<file path="src/rtl/multicycle_controller.sv">
// Multicycle MIPS-subset control unit: Moore FSM whose outputs decode from the
// current state, with FETCH/MEM_RD/MEM_WR gated by the memory handshake.
module multicycle_controller (
    input  logic       clk,
    input  logic       reset,
    input  logic [5:0] opcode,
    input  logic [5:0] funct,
    input  logic       mem_ready,
    output logic       pc_write,
    output logic       pc_write_beq,
    output logic       pc_write_bne,
    output logic [1:0] pc_src,
    output logic       iord,
    output logic       mem_read,
    output logic       mem_write,
    output logic       ir_write,
    output logic       reg_write,
    output logic [1:0] reg_dst,
    output logic [1:0] mem_to_reg,
    output logic       alu_src_a,
    output logic [1:0] alu_src_b,
    output logic [2:0] alu_op,
    output logic       illegal,
    output logic [3:0] state
);

    localparam logic [3:0] S_FETCH    = 4'd0;
    localparam logic [3:0] S_DECODE   = 4'd1;
    localparam logic [3:0] S_MEM_ADDR = 4'd2;
    localparam logic [3:0] S_MEM_RD   = 4'd3;
    localparam logic [3:0] S_MEM_WB   = 4'd4;
    localparam logic [3:0] S_MEM_WR   = 4'd5;
    localparam logic [3:0] S_EXEC     = 4'd6;
    localparam logic [3:0] S_ALU_WB   = 4'd7;
    localparam logic [3:0] S_BRANCH   = 4'd8;
    localparam logic [3:0] S_JUMP     = 4'd9;
    localparam logic [3:0] S_JAL      = 4'd10;
    localparam logic [3:0] S_JR       = 4'd11;
    localparam logic [3:0] S_TRAP     = 4'd15;

    localparam logic [5:0] OP_R    = 6'b000000;
    localparam logic [5:0] OP_J    = 6'b000010;
    localparam logic [5:0] OP_JAL  = 6'b000011;
    localparam logic [5:0] OP_BEQ  = 6'b000100;
    localparam logic [5:0] OP_BNE  = 6'b000101;
    localparam logic [5:0] OP_ADDI = 6'b001000;
    localparam logic [5:0] OP_SLTI = 6'b001010;
    localparam logic [5:0] OP_ANDI = 6'b001100;
    localparam logic [5:0] OP_ORI  = 6'b001101;
    localparam logic [5:0] OP_LW   = 6'b100011;
    localparam logic [5:0] OP_SW   = 6'b101011;
    localparam logic [5:0] FN_JR   = 6'b001000;

    logic [3:0] r_state;
    logic       r_illegal;
    logic [3:0] w_next;
    logic       w_is_r;
    logic       w_is_jr;
    logic       w_reg_write;
    logic       w_mem_write;
    logic [2:0] w_exec_alu_op;

    assign w_is_r  = (opcode == OP_R);
    assign w_is_jr = w_is_r && (funct == FN_JR);

    always_comb begin
        case (opcode)
            OP_R:    w_exec_alu_op = 3'b010;
            OP_ANDI: w_exec_alu_op = 3'b100;
            OP_ORI:  w_exec_alu_op = 3'b101;
            OP_SLTI: w_exec_alu_op = 3'b110;
            default: w_exec_alu_op = 3'b000;
        endcase
    end

    always_comb begin
        w_next = r_state;
        case (r_state)
            S_FETCH:    w_next = mem_ready ? S_DECODE : S_FETCH;
            S_DECODE: begin
                case (opcode)
                    OP_LW, OP_SW:                     w_next = S_MEM_ADDR;
                    OP_R:                             w_next = w_is_jr ? S_JR : S_EXEC;
                    OP_ADDI, OP_SLTI, OP_ANDI, OP_ORI: w_next = S_EXEC;
                    OP_BEQ, OP_BNE:                   w_next = S_BRANCH;
                    OP_J:                             w_next = S_JUMP;
                    OP_JAL:                           w_next = S_JAL;
                    default:                          w_next = S_TRAP;
                endcase
            end
            S_MEM_ADDR: w_next = (opcode == OP_SW) ? S_MEM_WR : S_MEM_RD;
            S_MEM_RD:   w_next = mem_ready ? S_MEM_WB : S_MEM_RD;
            S_MEM_WR:   w_next = mem_ready ? S_FETCH : S_MEM_WR;
            S_EXEC:     w_next = S_ALU_WB;
            S_MEM_WB, S_ALU_WB, S_BRANCH, S_JUMP, S_JAL, S_JR: w_next = S_FETCH;
            S_TRAP:     w_next = S_TRAP;
            // Unused encodings are treated as a fault rather than silently resumed
            default:    w_next = S_TRAP;
        endcase
    end

    always_ff @(posedge clk) begin
        if (reset) begin
            r_state   <= S_FETCH;
            r_illegal <= 1'b0;
        end else begin
            r_state   <= w_next;
            r_illegal <= r_illegal | (w_next == S_TRAP);
        end
    end

    always_comb begin
        pc_write     = 1'b0;
        pc_write_beq = 1'b0;
        pc_write_bne = 1'b0;
        pc_src       = 2'd0;
        iord         = 1'b0;
        mem_read     = 1'b0;
        w_mem_write  = 1'b0;
        ir_write     = 1'b0;
        w_reg_write  = 1'b0;
        reg_dst      = 2'd0;
        mem_to_reg   = 2'd0;
        alu_src_a    = 1'b0;
        alu_src_b    = 2'd0;
        alu_op       = 3'b000;
        case (r_state)
            S_FETCH: begin
                mem_read  = 1'b1;
                alu_src_b = 2'd1;
                ir_write  = mem_ready;
                pc_write  = mem_ready;
            end
            S_DECODE:   alu_src_b = 2'd3;
            S_MEM_ADDR: begin
                alu_src_a = 1'b1;
                alu_src_b = 2'd2;
            end
            S_MEM_RD: begin
                mem_read = 1'b1;
                iord     = 1'b1;
            end
            S_MEM_WB: begin
                w_reg_write = 1'b1;
                mem_to_reg  = 2'd1;
            end
            S_MEM_WR: begin
                w_mem_write = 1'b1;
                iord        = 1'b1;
            end
            S_EXEC: begin
                alu_src_a = 1'b1;
                alu_src_b = w_is_r ? 2'd0 : 2'd2;
                alu_op    = w_exec_alu_op;
            end
            S_ALU_WB: begin
                w_reg_write = 1'b1;
                reg_dst     = w_is_r ? 2'd1 : 2'd0;
            end
            S_BRANCH: begin
                alu_src_a    = 1'b1;
                alu_op       = 3'b001;
                pc_src       = 2'd1;
                pc_write_beq = (opcode == OP_BEQ);
                pc_write_bne = (opcode == OP_BNE);
            end
            S_JUMP: begin
                pc_write = 1'b1;
                pc_src   = 2'd2;
            end
            S_JAL: begin
                pc_write    = 1'b1;
                pc_src      = 2'd2;
                w_reg_write = 1'b1;
                reg_dst     = 2'd2;
                mem_to_reg  = 2'd2;
            end
            S_JR: begin
                pc_write = 1'b1;
                pc_src   = 2'd3;
            end
            default: ;
        endcase
    end

    // A reset arriving mid-instruction must not let a writeback slip through
    assign reg_write = w_reg_write & ~reset;
    assign mem_write = w_mem_write & ~reset;
    assign illegal   = r_illegal;
    assign state     = r_state;

endmodule

</file>
<file path="config.mk">
export PLATFORM = sky130hd
export DESIGN_NAME = multicycle_controller
export DESIGN_NICKNAME = d
export VERILOG_FILES = /design/src/rtl/multicycle_controller.sv
export SDC_FILE = /design/constraint.sdc
export NUM_CORES = 1
export LEC_CHECK = 0
export BUFFER_PORTS_ARGS = -buffer_cell sky130_fd_sc_hd__clkbuf_2
export CAP_MARGIN = 10
export CORE_ASPECT_RATIO = 0.9
export CORE_MARGIN = 2
export CORE_UTILIZATION = 40
export CTS_CLUSTER_SIZE = 25
export DETAILED_ROUTE_END_ITERATION = 7
export GPL_TIMING_DRIVEN = 0
export HOLD_SLACK_MARGIN = 0.1
export PLACE_DENSITY_LB_ADDON = 0.08
export SLEW_MARGIN = 30
export SYNTH_ARGS = -nofsm -noshare
export SYNTH_HDL_FRONTEND = slang
export SYNTH_SLANG_ARGS = --single-unit
</file>
<file path="constraint.sdc">
create_clock -name clk -period 2 [get_ports clk]
set_clock_uncertainty 0.1 [all_clocks]
set_input_delay 0.4 -clock clk [delete_from_list [all_inputs] [get_ports clk]]
set_output_delay 0.4 -clock clk [all_outputs]
set_load 0.005 [all_outputs]
</file>
==> flow_summary.ini <==
[floorplan]
core-area_um2 = 1880
row_count = 15
pin_count = 40
die_x_um = 50.8
start_util_pct = 41.9
dieArea_um2 = 2340
die_h_um = 46.1

[sta]
final_max_slew_viol_count = 0
layout_setup_ws_ns = -0.183
relSlewSlack_pct = 75.8
rsz0062_at_grt = true
fin_crit_ns = 2.18
setup_tns_ns = -0.310
period_share_pct = 109
tightest_slew_ns = 0.360
holdWs_ns = 0.356
clock.fmax_mhz = 458
setup_viol = 2
hold_viol = 0

[placed_design]
place_inst = 174
dpl.hpwl_um = 1660
dpl_cell_area_um2 = 996
gp_congestion = 0.876
dp_worst_setup_slack_ns = -0.163
io_buffers = 34

[critical_path]
worstReg2RegStart = state[3]
worstReg2RegEnd = illegal
reg2regPathDepth = 7
start_kind = register
critical_path_class = register to primary output
setup.worst_path.end_class = primary output
cp-endpoint = pc_write_beq
r2r_slack_ns = 0.13
crit_required_ns = 1.50
arrival_ns = 1.68
cp_max_fo = 3
critical_path.startpoint = state[3]

[power]
pwr-share-clk_pct = 11.2
comb_power_share_pct = 73.0
pwr-share-seq_pct = 15.8
power_switching_share_pct = 44.3
p_per_area_nw_per_um2 = 859
cellLeakagePower_nw = 0.518
peakVddDrop_v = 0.000763
p_sw_mw = 0.442
internal-power_mw = 0.555
finalPower_mw = 0.997

[yosys]
synth_top_family_by_area = simple AND/OR/NAND/NOR gates
synth-edff-count = 0
synth_most_common_cell = nor2_1
ys.warnings.count = 0
synth_top_area_share_pct = 12.7
yosys_most_used_dff = dfxtp_1
synth_mux_area_share_pct = 1.27
synth.area.top_cells = dfxtp_1 13%, nor2_1 11%, a21oi_1 5.7%
yosysUniqueCellTypes = 45
syn_area_um2 = 787
yosys-top-cells-count = 23 x nor2_1, 9 x a21oi_1, 8 x nor3_1, 7 x nand2_1
seq_area_frac_synth_pct = 12.7
synth_area_per_cell_um2 = 6.84
synth_xor_area_share_pct = 2.23
synthAdderAreaFrac_pct = 0
synth_cells = 115
synth-seq-cells = 5
synth_compound_area_share_pct = 24.3
synth_largest_area_cell = dfxtp_1
async_flop_share_pct = 0
syn-num-nets = 130
yosys.area_share.simple_pct = 48.5

[clock_tree]
clock-sinks = 5
root_buffer = clkbuf_4
htreeDepth = 1
cts_made_buffers = 3
cts_tree = done
clk-insertion-delay-late_ns = 0.23
cts_buffer_depth = 2
clk_pin_slew_ns = 0.04
ctsHoldBuffers = 0

[final_layout]
nets = 173
fin_cells = 182
area_delta_synth_final_pct = 47.5
multi_input_area_um2 = 684
diodes = 0
register_area_um2 = 109
fin_area_um2 = 1160
drive_gt1_share_pct = 49.7
final_util_pct = 61.9
nFillCells = 183

[global_route]
track_usage_pct = 19.6
grt_pass1_vias = 840
antenna_found_initial = 0
grt_max_degree = 11
grt_pass1_wl_um = 3620
gr-total-overflow = 0

[route]
first_pass_iters = 4
drt_iter0_drc = 19
vias = 994
wl_per_cell_um = 12.4
via_per_inst = 5.46
ant_nets = 0
drc = 0
wl_um = 2270

[status]
violations = negative setup slack
status = finished with violations

[job]
cap_violations = 0

[worst_hold_path]
hp-class = primary input to register
-- flip-flops by register name (all words and copies together), names as in the netlist --
name,cells
illegal,1
state,4
-- layout make-up --
type                            instances  share of cell area, %
Buffer                                  9                   7.22
Clock buffer                            4                   2.26
Inverter                                2                  0.647
Multi-Input combinational cell         97                   58.9
Sequential cell                         5                   9.37
Tap cell                               25                   2.69
Timing Repair Buffer                   40                   18.9
-- how the worst min path moves through the flow --
stage               slack, ns       end  cells after the start    start
floorplan                0.37  state[0]                      1    reset
global placement         0.36   illegal                      2  illegal
detailed placement       0.37   illegal                      2  illegal
CTS                      0.35  state[2]                      2    reset
global route             0.37  state[3]                      2    reset
finish                   0.36  state[3]                      2    reset
-- power groups by stage --
stage	combinational [mW]	sequential, mW	clock [mW]
detailed placement	0.594	0.146	0
CTS	0.653	0.147	0.117
finish	0.728	0.157	0.112
global route	0.802	0.160	0.124
global placement	0.584	0.146	0
floorplan	0.396	0.146	0
-- what timing repair did --
action,in CTS,in global routing
endpoints found under the hold margin,0,0
setup buffers,4,2
pin swaps,1,1
endpoints found under the setup margin,6,12
resized for setup,12,17
-- kinds of logic after synthesis --
group                  after synthesis
AND/OR/NAND/NOR                     67
XOR/XNOR                             2
AO/OA/AOI/OAI                       27
flip-flops                           5
buffers and inverters               13
multiplexers                         1
-- worst max-delay path, cell delays in order, from the launching register on --
cell,delay (ns)
dfxtp_4,0.34
or2b_4,0.26
nand2b_4,0.15
or4_4,0.42
nor3b_2,0.16
buf_2,0.13
-- cell usage in the layout, fill, tap and decap left out, drive strengths merged, types with 5 or more instances in the layout --
cell / instances
nor2: 24
nor3: 9
nand2: 7
o21ai: 6
dfxtp: 5
buf: 15
nand2b: 7
a21oi: 9
clkbuf: 38
-- layer usage --
metal  vias up  global-route usage, %  wire length (um)
met5         -                      0                 0
met1       462                   26.0               999
li1        498                      -                 -
met4         0                   3.24                 0
met2        34                   36.8              1120
met3         0                  0.325               145
Power figures use the tool's default switching activity.
